### src/rtl/mac_simd_acc_if.sv
// Operand, configuration and result signals of the SIMD multiply-accumulate
// block, bundled so the block and its driver share one connection.
interface mac_simd_acc_if #(
  parameter int LANES = 2,
  parameter int ACC_W = 40,
  parameter int CNT_W = 8
);
  logic                     cfg;
  logic                     cfg_mode;
  logic [CNT_W-1:0]         cfg_len;
  logic                     in_valid;
  logic                     in_ready;
  logic [8*LANES-1:0]       in_a;
  logic [8*LANES-1:0]       in_b;
  logic                     out_valid;
  logic                     out_ready;
  logic [ACC_W*LANES-1:0]   acc_out;
  logic [LANES-1:0]         ovf;
  logic                     busy;

  modport master (
    output cfg, cfg_mode, cfg_len, in_valid, in_a, in_b, out_ready,
    input  in_ready, out_valid, acc_out, ovf, busy
  );

  modport slave (
    input  cfg, cfg_mode, cfg_len, in_valid, in_a, in_b, out_ready,
    output in_ready, out_valid, acc_out, ovf, busy
  );
endinterface

### src/rtl/mac_simd_acc.sv
// SIMD multiply-accumulate: LANES x int8 or LANES/2 x int16 signed products
// summed into saturating per-lane accumulators over a configured number of
// beats. Three-stage datapath: operand register, product register, accumulate.
module mac_simd_acc #(
  parameter int LANES = 2,
  parameter int ACC_W = 40,
  parameter int CNT_W = 8
) (
  input  logic             clk,
  input  logic             rst_n,
  mac_simd_acc_if.slave    bus
);

  typedef enum logic [1:0] {
    IDLE  = 2'd0,
    ACC   = 2'd1,
    DRAIN = 2'd2,
    DONE  = 2'd3
  } state_t;

  state_t                   state_r;
  state_t                   state_s;
  logic                     mode_r;
  logic [CNT_W-1:0]         len_r;
  logic [CNT_W-1:0]         cnt_r;
  logic [CNT_W-1:0]         cnt_nx_s;
  logic                     drain_r;
  logic                     hs_s;
  logic                     start_s;
  logic                     last_s;
  logic [8*LANES-1:0]       op_a_r;
  logic [8*LANES-1:0]       op_b_r;
  logic                     op_vld_r;
  logic signed [31:0]       prod_s [LANES];
  logic signed [31:0]       prod_r [LANES];
  logic                     prod_vld_r;
  logic signed [ACC_W-1:0]  acc_r [LANES];
  logic [ACC_W:0]           sat_s [LANES];
  logic [LANES-1:0]         ovf_r;
  logic                     in_ready_r;
  logic                     out_valid_r;
  logic                     busy_r;
  logic [ACC_W*LANES-1:0]   acc_out_s;

  // Signed 8x8 product, sign-extended to the common 32-bit product width.
  function automatic logic signed [31:0] mul8(input logic signed [7:0] a,
                                              input logic signed [7:0] b);
    logic signed [15:0] p;
    p = 16'(a) * 16'(b);
    return {{16{p[15]}}, p};
  endfunction

  // Signed 16x16 product.
  function automatic logic signed [31:0] mul16(input logic signed [15:0] a,
                                               input logic signed [15:0] b);
    return 32'(a) * 32'(b);
  endfunction

  // Saturating add; MSB of the result flags that clipping occurred.
  function automatic logic [ACC_W:0] sat_add(input logic signed [ACC_W-1:0] acc,
                                             input logic signed [31:0] p);
    logic [ACC_W:0] sum;
    logic [ACC_W:0] res;
    sum = {acc[ACC_W-1], acc} + {{(ACC_W-31){p[31]}}, p};
    if (sum[ACC_W] != sum[ACC_W-1]) begin
      if (sum[ACC_W]) begin
        res = {1'b1, 1'b1, {(ACC_W-1){1'b0}}};
      end else begin
        res = {1'b1, 1'b0, {(ACC_W-1){1'b1}}};
      end
    end else begin
      res = {1'b0, sum[ACC_W-1:0]};
    end
    return res;
  endfunction

  assign hs_s     = bus.in_valid & in_ready_r;
  assign start_s  = (state_r == IDLE) & bus.cfg;
  assign cnt_nx_s = cnt_r + {{(CNT_W-1){1'b0}}, 1'b1};
  assign last_s   = hs_s & (cnt_nx_s == len_r);

  // Next-state decode; a zero-length run skips straight to DONE.
  always_comb begin
    state_s = state_r;
    case (state_r)
      IDLE: begin
        if (bus.cfg) begin
          if (bus.cfg_len == {CNT_W{1'b0}}) state_s = DONE;
          else                              state_s = ACC;
        end else begin
          state_s = IDLE;
        end
      end
      ACC: begin
        if (last_s) state_s = DRAIN;
        else        state_s = ACC;
      end
      DRAIN: begin
        if (drain_r) state_s = DONE;
        else         state_s = DRAIN;
      end
      DONE: begin
        if (bus.out_ready) state_s = IDLE;
        else               state_s = DONE;
      end
      default: state_s = IDLE;
    endcase
  end

  // State register and status flags registered from the next state.
  always_ff @(posedge clk or negedge rst_n) begin
    if (!rst_n) begin
      state_r     <= IDLE;
      in_ready_r  <= 1'b0;
      out_valid_r <= 1'b0;
      busy_r      <= 1'b0;
    end else begin
      state_r     <= state_s;
      in_ready_r  <= (state_s == ACC);
      out_valid_r <= (state_s == DONE);
      busy_r      <= (state_s != IDLE);
    end
  end

  // Run configuration, beat counter and the two-cycle drain timer.
  always_ff @(posedge clk or negedge rst_n) begin
    if (!rst_n) begin
      mode_r  <= 1'b0;
      len_r   <= {CNT_W{1'b0}};
      cnt_r   <= {CNT_W{1'b0}};
      drain_r <= 1'b0;
    end else begin
      if (start_s) begin
        mode_r <= bus.cfg_mode;
        len_r  <= bus.cfg_len;
        cnt_r  <= {CNT_W{1'b0}};
      end else if (hs_s) begin
        cnt_r  <= cnt_nx_s;
      end
      drain_r <= (state_r == DRAIN) ? ~drain_r : 1'b0;
    end
  end

  // Per-lane products from the registered operands in the latched mode.
  always_comb begin
    for (int i = 0; i < LANES; i++) prod_s[i] = 32'sd0;
    if (mode_r == 1'b0) begin
      for (int i = 0; i < LANES; i++)
        prod_s[i] = mul8(op_a_r[8*i +: 8], op_b_r[8*i +: 8]);
    end else begin
      for (int j = 0; j < LANES/2; j++)
        prod_s[2*j] = mul16(op_a_r[16*j +: 16], op_b_r[16*j +: 16]);
    end
  end

  // Operand and product pipeline stages; only handshaken beats carry valid.
  always_ff @(posedge clk or negedge rst_n) begin
    if (!rst_n) begin
      op_a_r     <= {(8*LANES){1'b0}};
      op_b_r     <= {(8*LANES){1'b0}};
      op_vld_r   <= 1'b0;
      prod_vld_r <= 1'b0;
      for (int i = 0; i < LANES; i++) prod_r[i] <= 32'sd0;
    end else begin
      op_vld_r   <= hs_s;
      prod_vld_r <= op_vld_r;
      if (hs_s) begin
        op_a_r <= bus.in_a;
        op_b_r <= bus.in_b;
      end
      if (op_vld_r) begin
        for (int i = 0; i < LANES; i++) prod_r[i] <= prod_s[i];
      end
    end
  end

  // Saturated sum of each accumulator with its pending product.
  always_comb begin
    for (int i = 0; i < LANES; i++) sat_s[i] = sat_add(acc_r[i], prod_r[i]);
  end

  // Accumulators and sticky overflow, cleared by an accepted cfg.
  always_ff @(posedge clk or negedge rst_n) begin
    if (!rst_n) begin
      ovf_r <= {LANES{1'b0}};
      for (int i = 0; i < LANES; i++) acc_r[i] <= {ACC_W{1'b0}};
    end else if (start_s) begin
      ovf_r <= {LANES{1'b0}};
      for (int i = 0; i < LANES; i++) acc_r[i] <= {ACC_W{1'b0}};
    end else if (prod_vld_r) begin
      for (int i = 0; i < LANES; i++) begin
        acc_r[i] <= sat_s[i][ACC_W-1:0];
        ovf_r[i] <= ovf_r[i] | sat_s[i][ACC_W];
      end
    end
  end

  // Result bus is forced to zero unless a result is being presented.
  always_comb begin
    acc_out_s = {(ACC_W*LANES){1'b0}};
    for (int i = 0; i < LANES; i++)
      acc_out_s[ACC_W*i +: ACC_W] = out_valid_r ? acc_r[i] : {ACC_W{1'b0}};
  end

  assign bus.in_ready  = in_ready_r;
  assign bus.out_valid = out_valid_r;
  assign bus.busy      = busy_r;
  assign bus.ovf       = ovf_r;
  assign bus.acc_out   = acc_out_s;

endmodule

### src/flat_wrapper.sv
// flat-port wrapper written by rule: the top's interface ports become plain ports
module mac_simd_acc_flat 
#(
  parameter int LANES = 2,
  parameter int ACC_W = 40,
  parameter int CNT_W = 8
)
  (clk, rst_n, bus_cfg, bus_cfg_mode, bus_cfg_len, bus_in_valid, bus_in_a, bus_in_b, bus_out_ready, bus_in_ready, bus_out_valid, bus_acc_out, bus_ovf, bus_busy);
  mac_simd_acc_if #(.LANES(LANES), .ACC_W(ACC_W), .CNT_W(CNT_W)) bus_i ();
  input  logic clk;
  input  logic rst_n;
  input wire logic [$bits(bus_i.cfg)-1:0] bus_cfg;
  input wire logic [$bits(bus_i.cfg_mode)-1:0] bus_cfg_mode;
  input wire logic [$bits(bus_i.cfg_len)-1:0] bus_cfg_len;
  input wire logic [$bits(bus_i.in_valid)-1:0] bus_in_valid;
  input wire logic [$bits(bus_i.in_a)-1:0] bus_in_a;
  input wire logic [$bits(bus_i.in_b)-1:0] bus_in_b;
  input wire logic [$bits(bus_i.out_ready)-1:0] bus_out_ready;
  output wire logic [$bits(bus_i.in_ready)-1:0] bus_in_ready;
  output wire logic [$bits(bus_i.out_valid)-1:0] bus_out_valid;
  output wire logic [$bits(bus_i.acc_out)-1:0] bus_acc_out;
  output wire logic [$bits(bus_i.ovf)-1:0] bus_ovf;
  output wire logic [$bits(bus_i.busy)-1:0] bus_busy;
  assign bus_i.cfg = bus_cfg;
  assign bus_i.cfg_mode = bus_cfg_mode;
  assign bus_i.cfg_len = bus_cfg_len;
  assign bus_i.in_valid = bus_in_valid;
  assign bus_i.in_a = bus_in_a;
  assign bus_i.in_b = bus_in_b;
  assign bus_i.out_ready = bus_out_ready;
  assign bus_in_ready = bus_i.in_ready;
  assign bus_out_valid = bus_i.out_valid;
  assign bus_acc_out = bus_i.acc_out;
  assign bus_ovf = bus_i.ovf;
  assign bus_busy = bus_i.busy;
  mac_simd_acc #(.LANES(LANES), .ACC_W(ACC_W), .CNT_W(CNT_W)) u_core (.clk(clk), .rst_n(rst_n), .bus(bus_i));
endmodule
### config.mk
export PLATFORM = sky130hd
export DESIGN_NAME = mac_simd_acc_flat
export DESIGN_NICKNAME = d
export VERILOG_FILES = /design/src/rtl/mac_simd_acc_if.sv /design/src/rtl/mac_simd_acc.sv /design/src/flat_wrapper.sv
export SDC_FILE = /design/constraint.sdc
export NUM_CORES = 1
export LEC_CHECK = 0
export BUFFER_PORTS_ARGS = -buffer_cell sky130_fd_sc_hd__buf_4
export CORE_MARGIN = 5
export CORE_UTILIZATION = 43
export CTS_CLUSTER_SIZE = 20
export DETAILED_ROUTE_END_ITERATION = 6
export PLACE_DENSITY = 0.57
export SETUP_SLACK_MARGIN = 0.2
export SYNTH_ARGS = -nofsm -noshare
export SYNTH_HDL_FRONTEND = slang
export SYNTH_SLANG_ARGS = --single-unit
### constraint.sdc
create_clock -name clk -period 12.7 [get_ports clk]
set_input_delay 2.54 -clock clk [delete_from_list [all_inputs] [get_ports clk]]
set_output_delay 2.54 -clock clk [all_outputs]
set_load 0.02 [all_outputs]
==> results summary <==
For the worst setup path, the data arrival time is 7.49 ns. The layout-stage area growth over the synthesis result came out at 8.80%. STA classifies the critical path startpoint as a flop. The routed design uses 30300 um of met2 wire. The aggregate global-route resource usage came out at 0.209. The most used flip-flop cell after synthesis is sky130_fd_sc_hd__dfrtp_1.

The distinct cell type count after synthesis is 79. The cell type of the slowest stage on the worst timing path is sky130_fd_sc_hd__dfrtp_1. The slew at the pin closest to its max-slew limit came out at 1.22 ns.

The critical path endpoint category is a flop. The starting density of the core came out at 0.431. The final net count is 3623. Summed over all layers, the routed wires come to 66100 um. The signal on the critical path passes through nand2_1 -> fa_1 -> inv_1 -> fa_1 -> inv_1 -> fa_1 -> inv_1 -> fa_1 -> fa_1 -> inv_1 -> fa_1 -> inv_1 -> ha_1 -> a21o_1 -> a21oi_1 -> o21ai_0 -> or3b_1 -> a31o_2 -> a2111oi_0 -> nor3_1 -> xnor2_1 -> a21oi_1 -> a21oi_1. The total length of routed met3 wires is 3410 um. In this design, the critical path's most frequently occurring cell is sky130_fd_sc_hd__fa_1. The number of antenna violations at the first check in global routing came out at 1. In the final routed layout, each cell accounts on average for 17.4 um.

The number of hold violations in the final report came to 0. The met1 wire length is 31600 um. The share of synthesized flip-flops with an asynchronous set or reset is 1.00. The max-slew violation total from the final report came out at 0. The wire length of the first global-routing pass is 109000 um.

The achievable frequency is 140 MHz. Before antenna repair, the detailed router went through 5 iterations. For this run, the slowest stage of the critical path takes 1.02 ns. The count of antenna-violating nets left after detailed routing came out at 0. The most common library cell in the layout ignoring fill and taps is sky130_fd_sc_hd__inv_1. The floorplan die width came out at 255 um.

The filler cell count in the final layout is 5879. In the routed design, unresolved DRC markers number 0. The floorplan core area is 60000 sq um. The buffers plus inverters on the worst setup path is 5. The count of warnings emitted by yosys is 0. The final-layout setup total negative slack came out at 0 ns. The via count of the first global-routing pass came to 20500.

The register bit total from synthesis is 187. The die footprint is 65200 sq um. The netlist area before placement is 25900 sq um. During I/O placement, the number of pins put on the boundary was 131.

The max-capacitance violation count came out at 0. The sequential element share of the synthesized area came out at 0.181. Registers take 4680 sq um. Setup repair after global routing left no endpoint under its margin. The number of buffers added by the clock tree synthesis step is 17. The largest buffer count on any clock path came out at 2. The highest metal layer carrying signal wires in the routed design is met4. The total of hold buffers inserted after clock tree synthesis came out at 0.

The relative slew slack came out at 0.184. The portion of the clock cycle consumed by the worst path in the final layout is 0.561. The final critical path time including I/O delays and setup came out at 7.12 ns.

The weighted congestion at the end of routability-driven global placement came out at 0.889. TritonCTS built the clock tree. The number of nets handed over by synthesis was 3564. The flow ran to the end, and the final reports show no timing, DRC or antenna violations.

Detailed placement ended at an HPWL of 53300 um. In this run the worst hold path is classified as reg -> reg. On the critical path the largest part of the delay comes from adder cells.

In this run the worst path has a maximum fanout of 26. The maximum number of pins on one net before global-route repair is 82. The endpoint required time on the critical path is 13.07 ns. The number of flops mapped to enable cells by yosys came out at 0.

The multi-input gate area in the final layout came out at 18900 sq um. The tree built by TritonCTS fans out to 187 sinks. The post-CTS repair timing setup buffer count came out at 0. The number of failing setup endpoints in the final timing report is 0. The total overflow left after global routing is 0. In the layout the commonest cells are sky130_fd_sc_hd__inv_1 (500), sky130_fd_sc_hd__fa_1 (352), sky130_fd_sc_hd__nand2_1 (345). The proportion of layout cells with a drive suffix above 1 came out at 0.0726. The later-pin clock latency in the skew report came out at 0.51 ns. The post-cts sizing count is 0. During placement, the flow inserted port buffers numbering 130. The via total after detailed routing is 19700. The number of placement rows is 90. The cell count after synthesis came out at 2945. The buffer type at the clock tree root is sky130_fd_sc_hd__clkbuf_16.

The number of violations reported at the end of detailed-routing iteration 0 came out at 1193. Clock-pin slew was measured on the worst setup and hold paths at 0.10 ns. The critical path is of the reg -> reg type. Dividing the detail-routed via count by the number of cells gives 5.19. The number of H-tree levels is 4. The number of diodes added for antenna fixing is 0. Across the routed clock network, the largest skew measured is 0.0246 ns. The per-instance average area after synthesis is 8.78 sq um. The die is 255 um tall.
[registers in the layout (all words and copies together) (netlist names)]
register	count
u_core.cnt_r	8
u_core.bus.out_valid	1
u_core.bus.busy	1
u_core.acc_r	80
u_core.prod_vld_r	1
u_core.prod_r	48
u_core.len_r	8
u_core.bus.ovf	2
u_core.state_r	2
u_core.bus.in_ready	1
u_core.op_b_r	16
u_core.mode_r	1
u_core.op_vld_r	1
u_core.drain_r	1
u_core.op_a_r	16
[synth_stat cells (all sizes together) (11+ instances only)]
library cell,number,share of area
a21o,61,0.018
nand4,12,0.0029
clkbuf,87,0.013
nor3,24,0.0048
a21oi,149,0.029
a31oi,31,0.0081
xnor2,92,0.031
o21a,21,0.0061
mux2,11,0.0048
nand3,25,0.0048
and2,223,0.054
inv,500,0.073
dfrtp,187,0.18
buf,14,0.0031
nand2b,16,0.0039
nand2,346,0.050
fa,352,0.27
ha,221,0.11
o211ai,13,0.0040
or3,11,0.0027
and3,11,0.0027
o21ai,142,0.027
a211oi,15,0.0045
nor2b,26,0.0063
o21bai,14,0.0041
a31o,11,0.0037
nor2,169,0.025
xor2,50,0.017
[per-layer routing]
layer / up-vias / GRT usage
met5: - / 0
met4: 0 / 0.0410
met3: 62 / 0.0386
met2: 404 / 0.334
met1: 9705 / 0.303
li1: 9532 / -
[layout make-up]
cell class	count	area share
sequential	187	0.166
clock buffer	18	0.0156
clock inverter	14	0.00671
inverter	500	0.0667
timing repair buffer	141	0.0378
tap	782	0.0348
multi-input combinational	2157	0.672
[kinds of logic after synthesis]
kind of cell,after synthesis,share of synthesized area
multiplexers,20,0.00827
buffers and inverters,601,0.0884
AND/OR/NAND/NOR,899,0.167
XOR/XNOR,142,0.0481
flip-flops,187,0.181
AO/OA/AOI/OAI,523,0.127
adder cells (fa/ha/maj),573,0.379
[through the flow]
step	worst slack, ns	utilization	instance area (sq um)	instances	hold WS (ns)
2_1_floorplan	6.38	-	25900	2945	0.407
3_3_place_gp	5.73	0.458	27500	3767	0.421
3_5_place_dp	5.60	0.458	27500	3767	0.433
4_1_cts	5.59	0.469	28100	3799	0.445
5_1_grt	5.00	0.469	28100	3799	0.456
6_report	5.58	0.469	28100	3799	0.445
[final timing paths]
check	to	from	depth (start not counted)	slack, ns
max reg2reg	u_core.prod_r[55]	u_core.op_b_r[7]	23	5.58
min in group asynchronous	u_core.op_a_r[12]	rst_n	1	2.06
min	u_core.drain_r	u_core.drain_r	1	0.45
max in group asynchronous	u_core.op_vld_r	rst_n	3	8.49
min reg2reg	u_core.drain_r	u_core.drain_r	1	0.45
max	u_core.prod_r[55]	u_core.op_b_r[7]	23	5.58
Power is not shown: default switching activity piles up to over one toggle a cycle in this logic, so the estimate is an artifact.
